==> src/rtl/simple_cache_arbiter.sv <==
// simple_cache_arbiter: shares the single simple-cache port between the core's
// instruction and data interfaces. One transaction in flight, round-robin on
// ties, watchdog abort with a sticky error flag, saturating per-port grant counters.
module simple_cache_arbiter #(
  parameter int ADDR_WIDTH     = 32,
  parameter int DATA_WIDTH     = 32,
  parameter int TIMEOUT_CYCLES = 1024,
  parameter int CNT_WIDTH      = 16
) (
  input  logic                    clk,
  input  logic                    rst_n,
  input  logic                    instr_req_i,
  input  logic [ADDR_WIDTH-1:0]   instr_addr_i,
  output logic                    instr_gnt_o,
  output logic                    instr_rvalid_o,
  output logic [DATA_WIDTH-1:0]   instr_rdata_o,
  input  logic                    data_req_i,
  input  logic [ADDR_WIDTH-1:0]   data_addr_i,
  input  logic                    data_we_i,
  input  logic [DATA_WIDTH/8-1:0] data_be_i,
  input  logic [DATA_WIDTH-1:0]   data_wdata_i,
  output logic                    data_gnt_o,
  output logic                    data_rvalid_o,
  output logic [DATA_WIDTH-1:0]   data_rdata_o,
  output logic                    cache_req_o,
  output logic [ADDR_WIDTH-1:0]   cache_addr_o,
  output logic                    cache_we_o,
  output logic [DATA_WIDTH/8-1:0] cache_be_o,
  output logic [DATA_WIDTH-1:0]   cache_wdata_o,
  input  logic                    cache_gnt_i,
  input  logic                    cache_rvalid_i,
  input  logic [DATA_WIDTH-1:0]   cache_rdata_i,
  output logic                    timeout_err_o,
  output logic [CNT_WIDTH-1:0]    instr_grants_o,
  output logic [CNT_WIDTH-1:0]    data_grants_o
);

  localparam int BE_W = DATA_WIDTH / 8;
  localparam int WD_W = (TIMEOUT_CYCLES > 2) ? $clog2(TIMEOUT_CYCLES) : 1;
  localparam logic [WD_W-1:0] WD_LIMIT = WD_W'(TIMEOUT_CYCLES - 1);
  localparam logic PORT_INSTR = 1'b0;
  localparam logic PORT_DATA  = 1'b1;

  typedef enum logic [1:0] {
    S_IDLE = 2'd0,
    S_REQ  = 2'd1,
    S_WAIT = 2'd2
  } state_e;

  state_e                state_q, state_d;
  logic                  owner_q, owner_d;
  logic                  last_q, last_d;
  logic                  cache_req_q, cache_req_d;
  logic [ADDR_WIDTH-1:0] addr_q, addr_d;
  logic                  we_q, we_d;
  logic [BE_W-1:0]       be_q, be_d;
  logic [DATA_WIDTH-1:0] wdata_q, wdata_d;
  logic [WD_W-1:0]       wdog_q, wdog_d;
  logic                  err_q, err_d;
  logic [CNT_WIDTH-1:0]  icnt_q, icnt_d;
  logic [CNT_WIDTH-1:0]  dcnt_q, dcnt_d;

  logic                  win_s;
  logic                  gnt_s;
  logic                  rvalid_s;
  logic [DATA_WIDTH-1:0] rdata_s;
  logic                  timeout_s;

  // Counters stick at all ones instead of wrapping.
  function automatic logic [CNT_WIDTH-1:0] sat_inc(input logic [CNT_WIDTH-1:0] v);
    if (&v) begin
      sat_inc = v;
    end else begin
      sat_inc = v + CNT_WIDTH'(1);
    end
  endfunction

  // Next-state, latching, watchdog and response logic for the single in-flight transaction.
  always_comb begin
    state_d   = state_q;
    owner_d   = owner_q;
    last_d    = last_q;
    addr_d    = addr_q;
    we_d      = we_q;
    be_d      = be_q;
    wdata_d   = wdata_q;
    err_d     = err_q;
    icnt_d    = icnt_q;
    dcnt_d    = dcnt_q;
    win_s     = PORT_INSTR;
    gnt_s     = 1'b0;
    rvalid_s  = 1'b0;
    rdata_s   = '0;
    timeout_s = (wdog_q == WD_LIMIT);

    case (state_q)
      S_IDLE: begin
        if (instr_req_i && data_req_i) begin
          win_s = ~last_q;
        end else if (data_req_i) begin
          win_s = PORT_DATA;
        end else begin
          win_s = PORT_INSTR;
        end
        if (instr_req_i || data_req_i) begin
          owner_d = win_s;
          state_d = S_REQ;
          if (win_s == PORT_DATA) begin
            addr_d  = data_addr_i;
            we_d    = data_we_i;
            be_d    = data_be_i;
            wdata_d = data_wdata_i;
          end else begin
            addr_d  = instr_addr_i;
            we_d    = 1'b0;
            be_d    = '1;
            wdata_d = '0;
          end
        end else begin
          state_d = S_IDLE;
        end
      end
      S_REQ: begin
        // An abort still hands the owner its grant so the master can move on.
        if (timeout_s) begin
          gnt_s    = 1'b1;
          rvalid_s = 1'b1;
          err_d    = 1'b1;
          state_d  = S_IDLE;
        end else if (cache_gnt_i) begin
          gnt_s   = 1'b1;
          state_d = S_WAIT;
        end else begin
          state_d = S_REQ;
        end
      end
      S_WAIT: begin
        if (cache_rvalid_i) begin
          rvalid_s = 1'b1;
          rdata_s  = cache_rdata_i;
          state_d  = S_IDLE;
        end else if (timeout_s) begin
          rvalid_s = 1'b1;
          err_d    = 1'b1;
          state_d  = S_IDLE;
        end else begin
          state_d = S_WAIT;
        end
      end
      default: begin
        state_d = S_IDLE;
      end
    endcase

    if (gnt_s) begin
      last_d = owner_q;
      if (owner_q == PORT_INSTR) begin
        icnt_d = sat_inc(icnt_q);
      end else begin
        dcnt_d = sat_inc(dcnt_q);
      end
    end else begin
      last_d = last_d;
    end

    if (state_d == S_IDLE) begin
      wdog_d = '0;
    end else if (state_q == S_IDLE) begin
      wdog_d = '0;
    end else begin
      wdog_d = wdog_q + WD_W'(1);
    end

    cache_req_d = (state_d == S_REQ);
  end

  // State and latched-request registers with synchronous active-low reset.
  always_ff @(posedge clk) begin
    if (!rst_n) begin
      state_q     <= S_IDLE;
      owner_q     <= PORT_INSTR;
      last_q      <= PORT_DATA;
      cache_req_q <= 1'b0;
      addr_q      <= '0;
      we_q        <= 1'b0;
      be_q        <= '0;
      wdata_q     <= '0;
      wdog_q      <= '0;
      err_q       <= 1'b0;
      icnt_q      <= '0;
      dcnt_q      <= '0;
    end else begin
      state_q     <= state_d;
      owner_q     <= owner_d;
      last_q      <= last_d;
      cache_req_q <= cache_req_d;
      addr_q      <= addr_d;
      we_q        <= we_d;
      be_q        <= be_d;
      wdata_q     <= wdata_d;
      wdog_q      <= wdog_d;
      err_q       <= err_d;
      icnt_q      <= icnt_d;
      dcnt_q      <= dcnt_d;
    end
  end

  assign cache_req_o    = cache_req_q;
  assign cache_addr_o   = addr_q;
  assign cache_we_o     = we_q;
  assign cache_be_o     = be_q;
  assign cache_wdata_o  = wdata_q;
  assign timeout_err_o  = err_q;
  assign instr_grants_o = icnt_q;
  assign data_grants_o  = dcnt_q;

  assign instr_gnt_o    = gnt_s & (owner_q == PORT_INSTR);
  assign data_gnt_o     = gnt_s & (owner_q == PORT_DATA);
  assign instr_rvalid_o = rvalid_s & (owner_q == PORT_INSTR);
  assign data_rvalid_o  = rvalid_s & (owner_q == PORT_DATA);
  assign instr_rdata_o  = (rvalid_s && owner_q == PORT_INSTR) ? rdata_s : '0;
  assign data_rdata_o   = (rvalid_s && owner_q == PORT_DATA) ? rdata_s : '0;

endmodule

==> config.mk <==
export PLATFORM = sky130hd
export DESIGN_NAME = simple_cache_arbiter
export DESIGN_NICKNAME = d
export VERILOG_FILES = /design/src/rtl/simple_cache_arbiter.sv
export SDC_FILE = /design/constraint.sdc
export NUM_CORES = 1
export LEC_CHECK = 0
export ABC_AREA = 1
export BUFFER_PORTS_ARGS = -buffer_cell sky130_fd_sc_hd__buf_4
export CAP_MARGIN = 20
export CORE_AREA = 3 3 119 121
export DETAILED_ROUTE_END_ITERATION = 8
export DIE_AREA = 0 0 122 124
export PLACE_DENSITY = 0.84
export SLEW_MARGIN = 20
export SYNTH_ARGS = -nofsm -noshare
export SYNTH_HDL_FRONTEND = slang
export SYNTH_SLANG_ARGS = --single-unit
export TNS_END_PERCENT = 10
==> constraint.sdc <==
create_clock -name clk -period 4.8 [get_ports clk]
set_input_delay 0.96 -clock clk [delete_from_list [all_inputs] [get_ports clk]]
set_output_delay 0.96 -clock clk [all_outputs]
set_load 0.005 [all_outputs]
==> out/summary.txt <==
Run status = finished clean
Number of antenna violations at the first check in global routing = 0
Most used cell, CP = nand2_1
Fmax = 301 MHz
Slew Limit Fails = 0
Post-Synthesis Cell Area = 6140 um2
CTS Hold Buffers Added = 0
Final core utilization = 0.688
Net Switching = 0.000665 W
Root buffer selected by CTS = clkbuf_16
Filler cells = 1139
Register area = 2340 um2
Crit path buf inv count = 2
Clock power share = 0.457
Core Area = 13200 um2
Vias in the first global route = 6299
Drt via density = 4.82
Total of max-cap violations = 0
Post-CTS setup buffer count = 0
Seq/Total Area, Yosys = 0.382
Post-place instance area = 8490 um2
Worst slew pin tran = 1040 ps
Die Wd = 122 um
Required time worst endpoint = 3840 ps
RSZ-0062 raised after global routing = no
Post-synthesis cell count = 912
Port Buffers = 309
Power Density = 296 nW/um2
Vias = 6709
Final hold vios = 0
Final net count = 1350
Fin area = 9070 um2
Comb pwr share = 0.147
Min-Delay Path Class = flip-flop to flip-flop
Post-synth EDFFs = 0
Setup Skew = 15.7 ps
Delay-heaviest family, CP = simple AND/OR/NAND/NOR gates
CTS Buf Count = 17
Syn Nets = 1058
Max VDD drop = 0.000204 V
Worst EP arrival = 2360 ps
Ys flop type = dfxtp_1
Area added between synthesis and finish = 47.8%
Routed WL = 20200 um
Avg Cell Area, Syn = 6.73 um2
# clock sinks = 117
CP endpoint kind = output port
Critical Path Source Type = flip-flop
Multi-input logic area = 3080 um2
GRT Util Overall = 0.257
Iter 0 DRT Violations = 302
Final ANT Viol Nets = 0
Max Root-Sink Buffers = 2
Seq pwr share = 0.397
Crit path time final = 3320 ps
First-pass iteration count of the detailed router = 5
# diodes = 0
DIE AREA = 15100 um2
Sw frac = 0.247
Lkg Pwr = 4.72 nW
Largest net degree at the start of global routing = 47
WL/cell = 14.5 um
GRT overflow = 0
Placement Rows = 42
Crit Path Max Fanout = 33
Worst-path clk slew = 50 ps
Clock Latency Late Sink = 400 ps
Yosys warnings = 0
Final period util = 0.691
Cell variety after synth = 35
Seq cells post-synth = 117
Critical-path top delay cell = nor2_8
GP Congestion = 0.862
Slew HR = 0.304
Cell-internal power = 0.00202 W
Max incr delay on CP = 380 ps
# IOs = 310
Starting Density = 0.465
Setup TNS = 0 ps
CTS tree = yes
Power Total = 0.00269 W
Ys async rst share = 0
Residual DRC = 0
Fraction of layout cells with a size suffix above 1 = 0.331
CP Class = flip-flop to output port
Critical path, cell by cell = ha_1 > nand2_1 > nor2_4 > nand3_4 > o21ai_2 > nand2_2 > nor2_8 > nand2_1 > inv_1 > buf_4
Final setup viols = 0
Height of the die = 124 um
HPWL Detailed = 15100 um
Post-cts sizing count = 0
First-pass GRT wire length = 30700 um
H-tree levels = 4
==> layout by cell type (no fill, tap or decap), types with 3 or more instances in the layout <==
cell,synthesis,final
nor2_1,84,83
clkbuf_8,0,3
buf_4,1,315
clkinv_2,0,4
a21oi_2,8,8
inv_2,14,14
dfxtp_1,117,117
nand2_1,300,300
xnor2_1,13,13
ha_1,7,7
nor2_2,4,5
o21ai_0,35,35
nor2_4,3,3
nand3_1,21,21
nand4_1,9,9
inv_1,115,115
nor2_8,3,3
nand2_2,13,13
a21oi_1,57,57
clkbuf_16,0,17
xor2_1,17,17
a31oi_1,32,32
o221a_2,4,4
clkinvlp_4,0,3
==> layer usage <==
| layer | vias to the layer above | wire, um | GRT usage |
|---|---|---|---|
| met5 | - | 0 | 0 |
| met4 | 0 | 371 | 0.0889 |
| met3 | 24 | 2280 | 0.107 |
| met2 | 281 | 10500 | 0.489 |
| met1 | 2989 | 7020 | 0.250 |
| li1 | 3415 | - | - |
==> final cells by class <==
type                            count  area share
Clock buffer                       22      0.0523
Clock inverter                      9      0.0113
Inverter                          129      0.0534
Multi-Input combinational cell    624       0.340
Sequential cell                   117       0.258
Tap cell                          176      0.0243
Timing Repair Buffer              315       0.261
==> worst paths after layout <==
check	slack, ps	end	depth (start not counted)	from
setup / recovery	1480	data_rdata_o[29]	10	wdog_q[0]
hold / removal	460	wdog_q[0]	1	wdog_q[0]
setup reg to reg	2340	cache_addr_o[0]	8	state_q[1]
hold reg to reg	460	wdog_q[0]	1	wdog_q[0]
==> registers in the layout, indices dropped and copies added (netlist names), 2 cells and up <==
register	flops
cache_be_o	4
data_grants_o	16
wdog_q	10
state_q	2
cache_addr_o	32
cache_wdata_o	32
instr_grants_o	16
==> synthesized netlist by cell type, types with 2 or more instances <==
cell type | instances | area, um2
nor2_8 | 3 | 60.1
buf_1 | 2 | 7.51
nor2_1 | 84 | 315
dfxtp_1 | 117 | 2340
buf_6 | 7 | 78.8
clkbuf_1 | 31 | 116
nand4_1 | 9 | 56.3
nand3_1 | 21 | 105
o21ai_1 | 2 | 10.0
nand2_1 | 300 | 1130
nand3b_1 | 2 | 15.0
ha_1 | 7 | 87.6
o221a_2 | 4 | 45.0
nor2_4 | 3 | 33.8
inv_1 | 115 | 432
nand2_2 | 13 | 81.3
a21oi_2 | 8 | 70.1
a21oi_1 | 57 | 285
a31oi_1 | 32 | 200
o21ai_0 | 35 | 175
xor2_1 | 17 | 149
nor2_2 | 4 | 25.0
o21ai_2 | 2 | 17.5
xnor2_1 | 13 | 114
inv_2 | 14 | 52.6
==> power groups by stage <==
stage | Clock (W) | Combinational, W | Sequential, W
finish | 0.00123 | 0.000394 | 0.00107
global route | 0.00129 | 0.000436 | 0.00107
floorplan | 0 | 0.000168 | 0.00108
detailed placement | 0 | 0.000394 | 0.00108
global placement | 0 | 0.000390 | 0.00108
CTS | 0.00124 | 0.000397 | 0.00106
==> per-stage QoR <==
| stage | instances | setup slack (ps) | hold slack [ps] |
|---|---|---|---|
| 2_1_floorplan | 912 | 2160 | 418 |
| 3_3_place_gp | 1361 | 1780 | 436 |
| 3_5_place_dp | 1361 | 1780 | 447 |
| 4_1_cts | 1392 | 1440 | 456 |
| 5_1_grt | 1392 | 1300 | 481 |
| 6_report | 1392 | 1480 | 457 |
==> cell families after synthesis <==
logic type	Yosys count	share of synthesized area
buf+inv	171	0.116
compound gates	142	0.136
fa+ha+maj	7	0.0143
flops	117	0.382
simple gates	445	0.309
xor+xnor	30	0.0428
Power figures use the tool's default switching activity.
